===== config.mk =====
export PLATFORM = sky130hd
export DESIGN_NAME = alu_mdu
export DESIGN_NICKNAME = d
export VERILOG_FILES = /design/src/rtl/alu_mdu.sv
export SDC_FILE = /design/constraint.sdc
export NUM_CORES = 1
export LEC_CHECK = 0
export BUFFER_PORTS_ARGS = -buffer_cell sky130_fd_sc_hd__buf_2
export CORE_UTILIZATION = 32
export CTS_CLUSTER_DIAMETER = 60
export CTS_CLUSTER_SIZE = 28
export DETAILED_ROUTE_END_ITERATION = 16
export GPL_TIMING_DRIVEN = 0
export PLACE_DENSITY = 0.53
export SYNTH_ARGS = -nofsm -noshare
export SYNTH_HDL_FRONTEND = slang
export SYNTH_SLANG_ARGS = --single-unit

===== constraint.sdc =====
create_clock -name clk -period 8.3 [get_ports clk]
set_input_delay 1.245 -clock clk [delete_from_list [all_inputs] [get_ports clk]]
set_output_delay 1.245 -clock clk [all_outputs]
set_load 0.01 [all_outputs]

===== src/rtl/alu_mdu.sv =====
// alu_mdu: registered RV32I ALU with an optional iterative M-extension unit.
// Base ops and divide special cases finish in one cycle. MUL*/DIV*/REM*
// iterate for XLEN cycles in CALC before the result is published in DONE.
module alu_mdu #(
   parameter int XLEN     = 32,
   parameter bit ENABLE_M = 1'b1
) (
   input  logic            clk,
   input  logic            rst_n,
   input  logic            in_valid,
   output logic            in_ready,
   input  logic            alu_imm,
   input  logic [2:0]      funct3,
   input  logic [6:0]      funct7,
   input  logic [XLEN-1:0] op_a,
   input  logic [XLEN-1:0] op_b,
   input  logic [XLEN-1:0] imm,
   output logic            out_valid,
   input  logic            out_ready,
   output logic [XLEN-1:0] result,
   output logic            busy
);
   localparam int SW = $clog2(XLEN);
   localparam logic [1:0] S_IDLE = 2'd0;
   localparam logic [1:0] S_CALC = 2'd1;
   localparam logic [1:0] S_DONE = 2'd2;
   localparam logic [SW-1:0]   CNT_LAST = SW'(XLEN - 1);
   localparam logic [XLEN-1:0] MIN_NEG  = {1'b1, {(XLEN-1){1'b0}}};

   logic [1:0]        state_q, state_d;
   logic [XLEN-1:0]   result_q, result_d;
   logic [SW-1:0]     cnt_q, cnt_d;
   // Multiply: {partial product high, multiplier shifting out}.
   // Divide:   {partial remainder, dividend shifting into quotient}.
   logic [2*XLEN-1:0] acc_q, acc_d;
   logic [XLEN-1:0]   opnd_q, opnd_d;   // multiplicand or divisor magnitude
   logic              div_q, div_d;     // 1: divide, 0: multiply
   logic              hi_q, hi_d;       // high product half, or remainder
   logic              neg_q, neg_d;     // product / quotient sign
   logic              rneg_q, rneg_d;   // remainder sign

   logic                     accept, is_m, is_sub, iter_op;
   logic                     div_zero, div_ovf, a_sgn, b_sgn, sa, sb;
   logic [XLEN-1:0]          opb, base_res, fast_res, a_mag, b_mag;
   logic signed [XLEN-1:0]   sra_res;
   logic [SW-1:0]            shamt;
   logic [XLEN:0]            add_sum, shl_rem, sub_rem;
   logic [2*XLEN-1:0]        acc_step, prod_fix;
   logic [XLEN-1:0]          quo_fix, rem_fix, fin_res;

   assign in_ready  = (state_q == S_IDLE) || ((state_q == S_DONE) && out_ready);
   assign out_valid = (state_q == S_DONE);
   assign busy      = (state_q == S_CALC);
   assign result    = result_q;
   assign accept    = in_valid && in_ready;

   assign opb     = alu_imm ? imm : op_b;
   assign shamt   = opb[SW-1:0];
   assign is_m    = !alu_imm && (funct7 == 7'b0000001);
   assign is_sub  = !alu_imm && funct7[5];
   // kept separate so the arithmetic shift is not turned unsigned by a mux
   assign sra_res = $signed(op_a) >>> shamt;

   // single-cycle base ALU
   always_comb begin
      base_res = '0;
      case (funct3)
         3'b000:  base_res = is_sub ? (op_a - opb) : (op_a + opb);
         3'b001:  base_res = op_a << shamt;
         3'b010:  base_res = {{(XLEN-1){1'b0}}, ($signed(op_a) < $signed(opb))};
         3'b011:  base_res = {{(XLEN-1){1'b0}}, (op_a < opb)};
         3'b100:  base_res = op_a ^ opb;
         3'b101:  base_res = funct7[5] ? sra_res : (op_a >> shamt);
         3'b110:  base_res = op_a | opb;
         default: base_res = op_a & opb;
      endcase
   end

   // M-op operand conditioning: magnitudes plus signs, and the divide special
   // cases that bypass the iterative datapath
   assign div_zero = (op_b == '0);
   assign div_ovf  = !funct3[0] && (op_a == MIN_NEG) && (&op_b);
   assign fast_res = div_zero ? (funct3[1] ? op_a : '1) : (funct3[1] ? '0 : op_a);
   assign a_sgn    = funct3[2] ? !funct3[0] : (funct3[1:0] == 2'b01 || funct3[1:0] == 2'b10);
   assign b_sgn    = funct3[2] ? !funct3[0] : (funct3[1:0] == 2'b01);
   assign sa       = a_sgn & op_a[XLEN-1];
   assign sb       = b_sgn & op_b[XLEN-1];
   assign a_mag    = sa ? -op_a : op_a;
   assign b_mag    = sb ? -op_b : op_b;
   assign iter_op  = is_m && ENABLE_M && !(funct3[2] && (div_zero || div_ovf));

   // one shift-add or restoring-divide step per cycle
   assign add_sum  = {1'b0, acc_q[2*XLEN-1:XLEN]} + (acc_q[0] ? {1'b0, opnd_q} : '0);
   assign shl_rem  = {acc_q[2*XLEN-1:XLEN], acc_q[XLEN-1]};
   assign sub_rem  = shl_rem - {1'b0, opnd_q};
   assign acc_step = !div_q     ? {add_sum, acc_q[XLEN-1:1]} :
                     sub_rem[XLEN] ? {shl_rem[XLEN-1:0], acc_q[XLEN-2:0], 1'b0} :
                                     {sub_rem[XLEN-1:0], acc_q[XLEN-2:0], 1'b1};

   // sign restore on the final step's value, then half / quotient select
   assign prod_fix = neg_q  ? -acc_step : acc_step;
   assign quo_fix  = neg_q  ? -acc_step[XLEN-1:0] : acc_step[XLEN-1:0];
   assign rem_fix  = rneg_q ? -acc_step[2*XLEN-1:XLEN] : acc_step[2*XLEN-1:XLEN];
   assign fin_res  = div_q ? (hi_q ? rem_fix : quo_fix)
                           : (hi_q ? prod_fix[2*XLEN-1:XLEN] : prod_fix[XLEN-1:0]);

   // FSM and datapath next state; an accept overrides the hold/drain path
   always_comb begin
      state_d  = state_q;
      result_d = result_q;
      cnt_d    = cnt_q;
      acc_d    = acc_q;
      opnd_d   = opnd_q;
      div_d    = div_q;
      hi_d     = hi_q;
      neg_d    = neg_q;
      rneg_d   = rneg_q;
      case (state_q)
         S_CALC: begin
            acc_d = acc_step;
            cnt_d = cnt_q + SW'(1);
            if (cnt_q == CNT_LAST) begin
               state_d  = S_DONE;
               result_d = fin_res;
               cnt_d    = '0;
            end
         end
         S_DONE:  if (out_ready) state_d = S_IDLE;
         default: state_d = S_IDLE;
      endcase
      if (accept) begin
         if (iter_op) begin
            state_d = S_CALC;
            cnt_d   = '0;
            div_d   = funct3[2];
            hi_d    = funct3[2] ? funct3[1] : (funct3[1:0] != 2'b00);
            neg_d   = sa ^ sb;
            rneg_d  = sa;
            acc_d   = {{XLEN{1'b0}}, (funct3[2] ? a_mag : b_mag)};
            opnd_d  = funct3[2] ? b_mag : a_mag;
         end else begin
            state_d  = S_DONE;
            result_d = is_m ? (ENABLE_M ? fast_res : '0) : base_res;
         end
      end
   end

   // state registers; reset drops any operation in flight
   always_ff @(posedge clk or negedge rst_n) begin
      if (!rst_n) begin
         state_q  <= S_IDLE;
         result_q <= '0;
         cnt_q    <= '0;
         acc_q    <= '0;
         opnd_q   <= '0;
         div_q    <= 1'b0;
         hi_q     <= 1'b0;
         neg_q    <= 1'b0;
         rneg_q   <= 1'b0;
      end else begin
         state_q  <= state_d;
         result_q <= result_d;
         cnt_q    <= cnt_d;
         acc_q    <= acc_d;
         opnd_q   <= opnd_d;
         div_q    <= div_d;
         hi_q     <= hi_d;
         neg_q    <= neg_d;
         rneg_q   <= rneg_d;
      end
   end
endmodule

* Word-level counts from Yosys, hierarchy flattened *
Cells that the tools add are included.
Widths: inputs -> output; s select.

cells by class
  shift-type cells = 3
  magnitude comparators = 2
  bitwise gates (word level) = 6
  $add $sub $neg = 10
  reduce and logical (&&, ||, !) cells = 21
  equal/unequal tests = 15
  mux-type cells = 40
  div/mod/pow operators = 0
  multipliers = 0

operators with widths
  cell                  number
  $mux 32               21
  $mux 64               6
  $pmux 32 s7           1
  $neg 32->32           4
  $lt 32x32->1          2
  $neg 64->64           1
  $add 32x32->33        1
  $sub 33x32->33        1
  $add 32x32->32        1
  $and 32x32->32        1
  $eq 32x32->1 const B  1
  $logic_not 32->1      1
  $or 32x32->32         1
  $reduce_and 32->1     1
  $shl 32x5->32         1
  $shr 32x5->32         1
  $sshr 32x5->32        1
  $sub 32x32->32        1
  $xor 32x32->32        1
  $mux 5                4
  $eq 3x3->1 const B    3
  $logic_and 1x1->1     8
  $mux 2                4
  $eq 7x1->1 const B    1
  other kinds (17)      29

word-level totals
  output and inout port bits = 35
  memories kept = 0
  latch bits = 0
  bits in writable memories = 0
  bits in read-only memories = 0
  register bits after elaboration = 139
  bits of input ports = 111
  logic and storage cells = 106

* Logic depth before layout (Yosys ltp) *
  depth after elaboration = 11
  mapped depth = 26
  gate-level depth less buffers = 24

* Worst setup path before layout *
No wires, ideal clock.

  path type = input port to flip-flop
  from = input alu_imm
  to = register result_q[31], in the netlist result[31]
  library setup time = 143 ps
  path slack = 1,996 ps
  stages = 20
  buffers on the path = 5
  arrival time = 6,161 ps
  required time = 8,157 ps
  path through = clkbuf_1 > mux2i_1 > clkbuf_1 > clkbuf_1 > buf_1 > ha_1 > clkbuf_1 > nor2b_1 > o21ai_0 > a21o_1 > nand4_1 > or4b_2 > a21oi_1 > a31oi_1 > a221oi_1 > o21ai_0 > a2bb2oi_1 > mux2_2 > a221oi_1 > a211oi_1

on the way
  longest elaborated chain between the ends = 7
  elaborated cells on any way between the ends = 19
  classes of those cells = 2 x add/sub; 3 x shift; 7 x mux; 3 x bitwise; 4 x reduce/logical

RTL lines
  what                                          line        RTL
  start, declared                               12          input logic alu_imm,
  $mux 32 or $logic_not 1->1 (tied branches)    57, 59, 60
  $add 32x32->32, or another cell as far along  68          3'b000: base_res = is_sub ? (op_a - opb) : (op_a + opb);
  $mux 32, on equally long branches             68, 73
  $pmux 32 s7                                   67          case (funct3)
  $mux 32                                       143         result_d = is_m ? (ENABLE_M ? fast_res : '0) : base_res;
  $mux 32 *                                     132         if (iter_op) begin
  $mux 32 *                                     131         if (accept) begin
  net result_d[31]                              31          logic [XLEN-1:0] result_q, result_d;
  end signal, assigned                          162         result_q <= result_d;
  end, declared                                 31

The timed path passes the listed nets; every way through them passes the cells marked *.
A chain may end at the register's enable or synchronous reset.

* Worst setup path in the final report *
Same ends and word-level chain as after synthesis.

==> impl_metrics.ini <==
[synthesis]
syn_area_um2 = 24000
ys_seq_area_frac = 0.145
syn_inst = 3411
ys_seq_elements = 139
synth-edff-count = 0
synthDominantCellAreaShare = 0.145
synth_top_family_by_area = compound AO/OA/AOI/OAI gates
synth.mux.area_fraction = 0.0896
postSynthAreaPerCell_um2 = 7.03
synth_compound_area_frac = 0.315
synth_ff_type = dfrtp_1
synth.distinct_cells = 108
yosysWarnings = 0
synth-xor-area-share = 0.0705
yosysTopAreaCell = dfrtp_1
yosys.area_share.simple = 0.224
synth_fa_ha_area_frac = 0.0931
synth_nets = 3698
ys_async_sr_fraction = 1.00
synth.area.top_cells = dfrtp_1 15%, ha_1 9.0%, o21ai_0 7.0%, mux2i_1 6.9%, a21oi_1 6.2%

[placed_design]
place_hpwl_mm = 126
dpl.cell_count = 4525
portBuffers = 143
place_congestion = 1.07

[final_layout]
num-fill-cells = 8183
drive_gt1_frac = 0.0850
regArea_um2 = 3480
nets = 3861
area_delta_synth_final_pct = 10.9
multiInputGateArea_um2 = 19000
layout.cells.non_filler = 4562
final_util = 0.358

[worst_setup_path]
worstPathMaxFanout = 11
r2r_slack_ps = 450
cp_top_family = compound AO/OA/AOI/OAI gates
cp_common_cell = clkbuf_1
cp_data_arrival_time_ps = 8460
reg2reg_depth = 23
required_ps = 8610
slowest_stage = or4b_2
r2r_end = result[22]$_DFF_PN0_
crit_cells = 21
cp-start-kind = primary input
crit_chain = clkbuf_2 -> mux2i_2 -> buf_8 -> clkbuf_1 -> clkbuf_1 -> buf_1 -> ha_1 -> clkbuf_1 -> nor2b_1 -> o21ai_0 -> a21o_1 -> nand4_1 -> or4b_2 -> a21oi_1 -> a31oi_1 -> a221oi_1 -> o21ai_0 -> a2bb2oi_1 -> mux2_2 -> a221oi_1 -> a211oi_1
r2r-start = acc_q[48]$_DFF_PN0_
critPathBufInv = 6
crit_path_max_incr_delay_ps = 760
cp-end-kind = flip-flop
crit_type = in -> reg

[clocking]
path_clk_slew_ps = 70
cts.sinks = 139
cts-root-buf = clkbuf_16
clk_latency_ps = 480
postCtsSetupBuffers = 0
ctsHtreeMaxLevel = 4
clockBufferDepth = 2
cts_made_buffers = 17
cts_tree = done

[timing]
tightest_slew_ps = 1420
hold_slack_ps = 544
setup-violations-final = 0
period_share = 0.983
hold_viol_final = 0
max_freq_mhz = 123
fin_skew_ps = 19.7
finalCriticalPeriod_ps = 8160
drv_slew = 0
relSlewSlack = 0.0279

[power]
p_total_mw = 4.54
peakVddDrop_v = 0.000154
power_density_nw_per_um2 = 171
p_leak_nw = 11.1

[status]
run_status = completed

[detailed_routing]
vias = 29200
drtAntennaViolNets = 0
wl_per_cell_um = 33.8
via_per_inst = 6.39
drc = 0
drt-initial-drc-count = 3467
drt_pass1_iterations = 8
wirelength_mm = 154

[grt]
grt_pass1_vias = 27900
grt_max_degree = 76
grt_pass1_wl_mm = 212
grt_overflow_total = 0
grt_antenna_before_repair = 14
grt_usage = 0.396

[floorplan]
dieArea_um2 = 76100
coreArea_um2 = 74300
start_util = 0.323
die_w_um = 276
die_y_um = 276
fp-row-count = 100
ios = 146

[worst_hold_path]
holdCritPathClass = reg -> reg
worstHoldStart = cnt_q[4]$_DFF_PN0_
hold_end = cnt_q[4]$_DFF_PN0_
min_path_cells = 2

[job]
cap_violations = 0
==> worst max-delay path by stage <==
stage / startpoint / end / slack, ps
floorplan: alu_imm / result[31]$_DFF_PN0_ / 2000
detailed placement: alu_imm / result[31]$_DFF_PN0_ / -1480
CTS: alu_imm / result[31]$_DFF_PN0_ / 3
global placement: alu_imm / result[31]$_DFF_PN0_ / -1620
global route: alu_imm / result[31]$_DFF_PN0_ / -10
finish: alu_imm / result[31]$_DFF_PN0_ / 140
==> cells in the mapped netlist, drive strengths merged (27+ instances only) <==
| library cell | instances |
|---|---|
| a211oi | 59 |
| o21ai | 346 |
| o211ai | 97 |
| dfrtp | 139 |
| mux2i | 168 |
| or3 | 33 |
| ha | 172 |
| nand4 | 33 |
| buf | 55 |
| and2 | 59 |
| nand3 | 71 |
| and3 | 27 |
| a21oi | 304 |
| nand2 | 388 |
| nor2 | 310 |
| a21o | 40 |
| o31ai | 34 |
| clkbuf | 185 |
| inv | 151 |
| xor2 | 64 |
| xnor2 | 126 |
| a31oi | 56 |
| nor3 | 85 |
==> area by class of cell <==
cell class / count / area share
timing repair buffer: 145 / 0.0287
inverter: 152 / 0.0215
antenna: 6 / 0.000565
clock buffer: 17 / 0.0160
sequential: 139 / 0.131
buffer: 239 / 0.0356
tap: 969 / 0.0456
multi-input combinational: 2880 / 0.715
clock inverter: 15 / 0.00630
==> cells in the final DEF (no fill, tap or decap), drive strengths merged, types with 20 or more instances in the layout <==
master and n:
a211oi 59, mux2i 168, and2 59, nor4 21, clkbuf 202, o31ai 34
nor2 310, nand4 33, ha 172, nand3 71, dfrtp 139, and3 27
o211ai 97, a21o 40, a221oi 25, a21oi 304, nand2b 22, buf 199
nor2b 20, o21ai 346, nand2 388, o21a 22, or3 33, xor2 64
xnor2 126, a31oi 56, nor3 85, inv 162
==> flip-flops by register name, indices dropped and copies added, names as in the netlist <==
signal / flops
cnt_q: 5
neg_q: 1
acc_q: 64
state_q: 2
div_q: 1
result: 32
rneg_q: 1
opnd_q: 32
hi_q: 1
==> per-stage QoR <==
stage                     setup WS, ps  area (um2)  TNS (ps)
after global placement           -1620       25900    -11750
after floorplan                   2000       24000         0
after detailed placement         -1480       26000     -8600
final                              145       26600         0
after CTS                         3.05       26600         0
after global routing             -12.0       26600     -12.0
==> logic make-up (layout without fill, tap and decap cells) <==
| family | after synthesis | in the layout |
|---|---|---|
| compound gates | 1180 | 1180 |
| xor+xnor | 190 | 190 |
| fa+ha+maj | 176 | 176 |
| buf+inv | 392 | 568 |
| flops | 139 | 139 |
| mux | 195 | 195 |
| other cells | 0 | 6 |
| simple gates | 1139 | 1139 |
==> routing by layer <==
| metal | global-route usage | vias up | part of all wire | wire length, um |
|---|---|---|---|---|
| li1 | - | 12800 | - | - |
| met1 | 0.452 | 14000 | 0.37 | 57000 |
| met2 | 0.634 | 1821 | 0.44 | 68000 |
| met3 | 0.0848 | 549 | 0.090 | 13800 |
| met4 | 0.330 | 2 | 0.099 | 15200 |
| met5 | 0 | - | 0.000071 | 11 |
==> worst register-to-register path, delay by kind of cell, from the launching register on <==
family                   cells  cell delay, ps
AO/OA/AOI/OAI               13            3470
XOR/XNOR                     2             650
adder cells (fa/ha/maj)      2             740
buffers and inverters        1             510
flip-flops                   1             580
AND/OR/NAND/NOR              5            1760
==> what timing repair did <==
| action | 4_1_cts | 5_1_grt |
|---|---|---|
| endpoints found under the setup margin | 8 | 5 |
| gates resized for setup | 3 | 4 |
| hold buffers | 0 | 0 |
==> report_power, final <==
part           switching [mW]  internal (mW)  total, mW
clock                   0.421          0.407      0.827
sequential              0.125          0.753      0.878
combinational            1.95          0.888       2.83
Note: power is estimated with default switching activity, not from simulation.
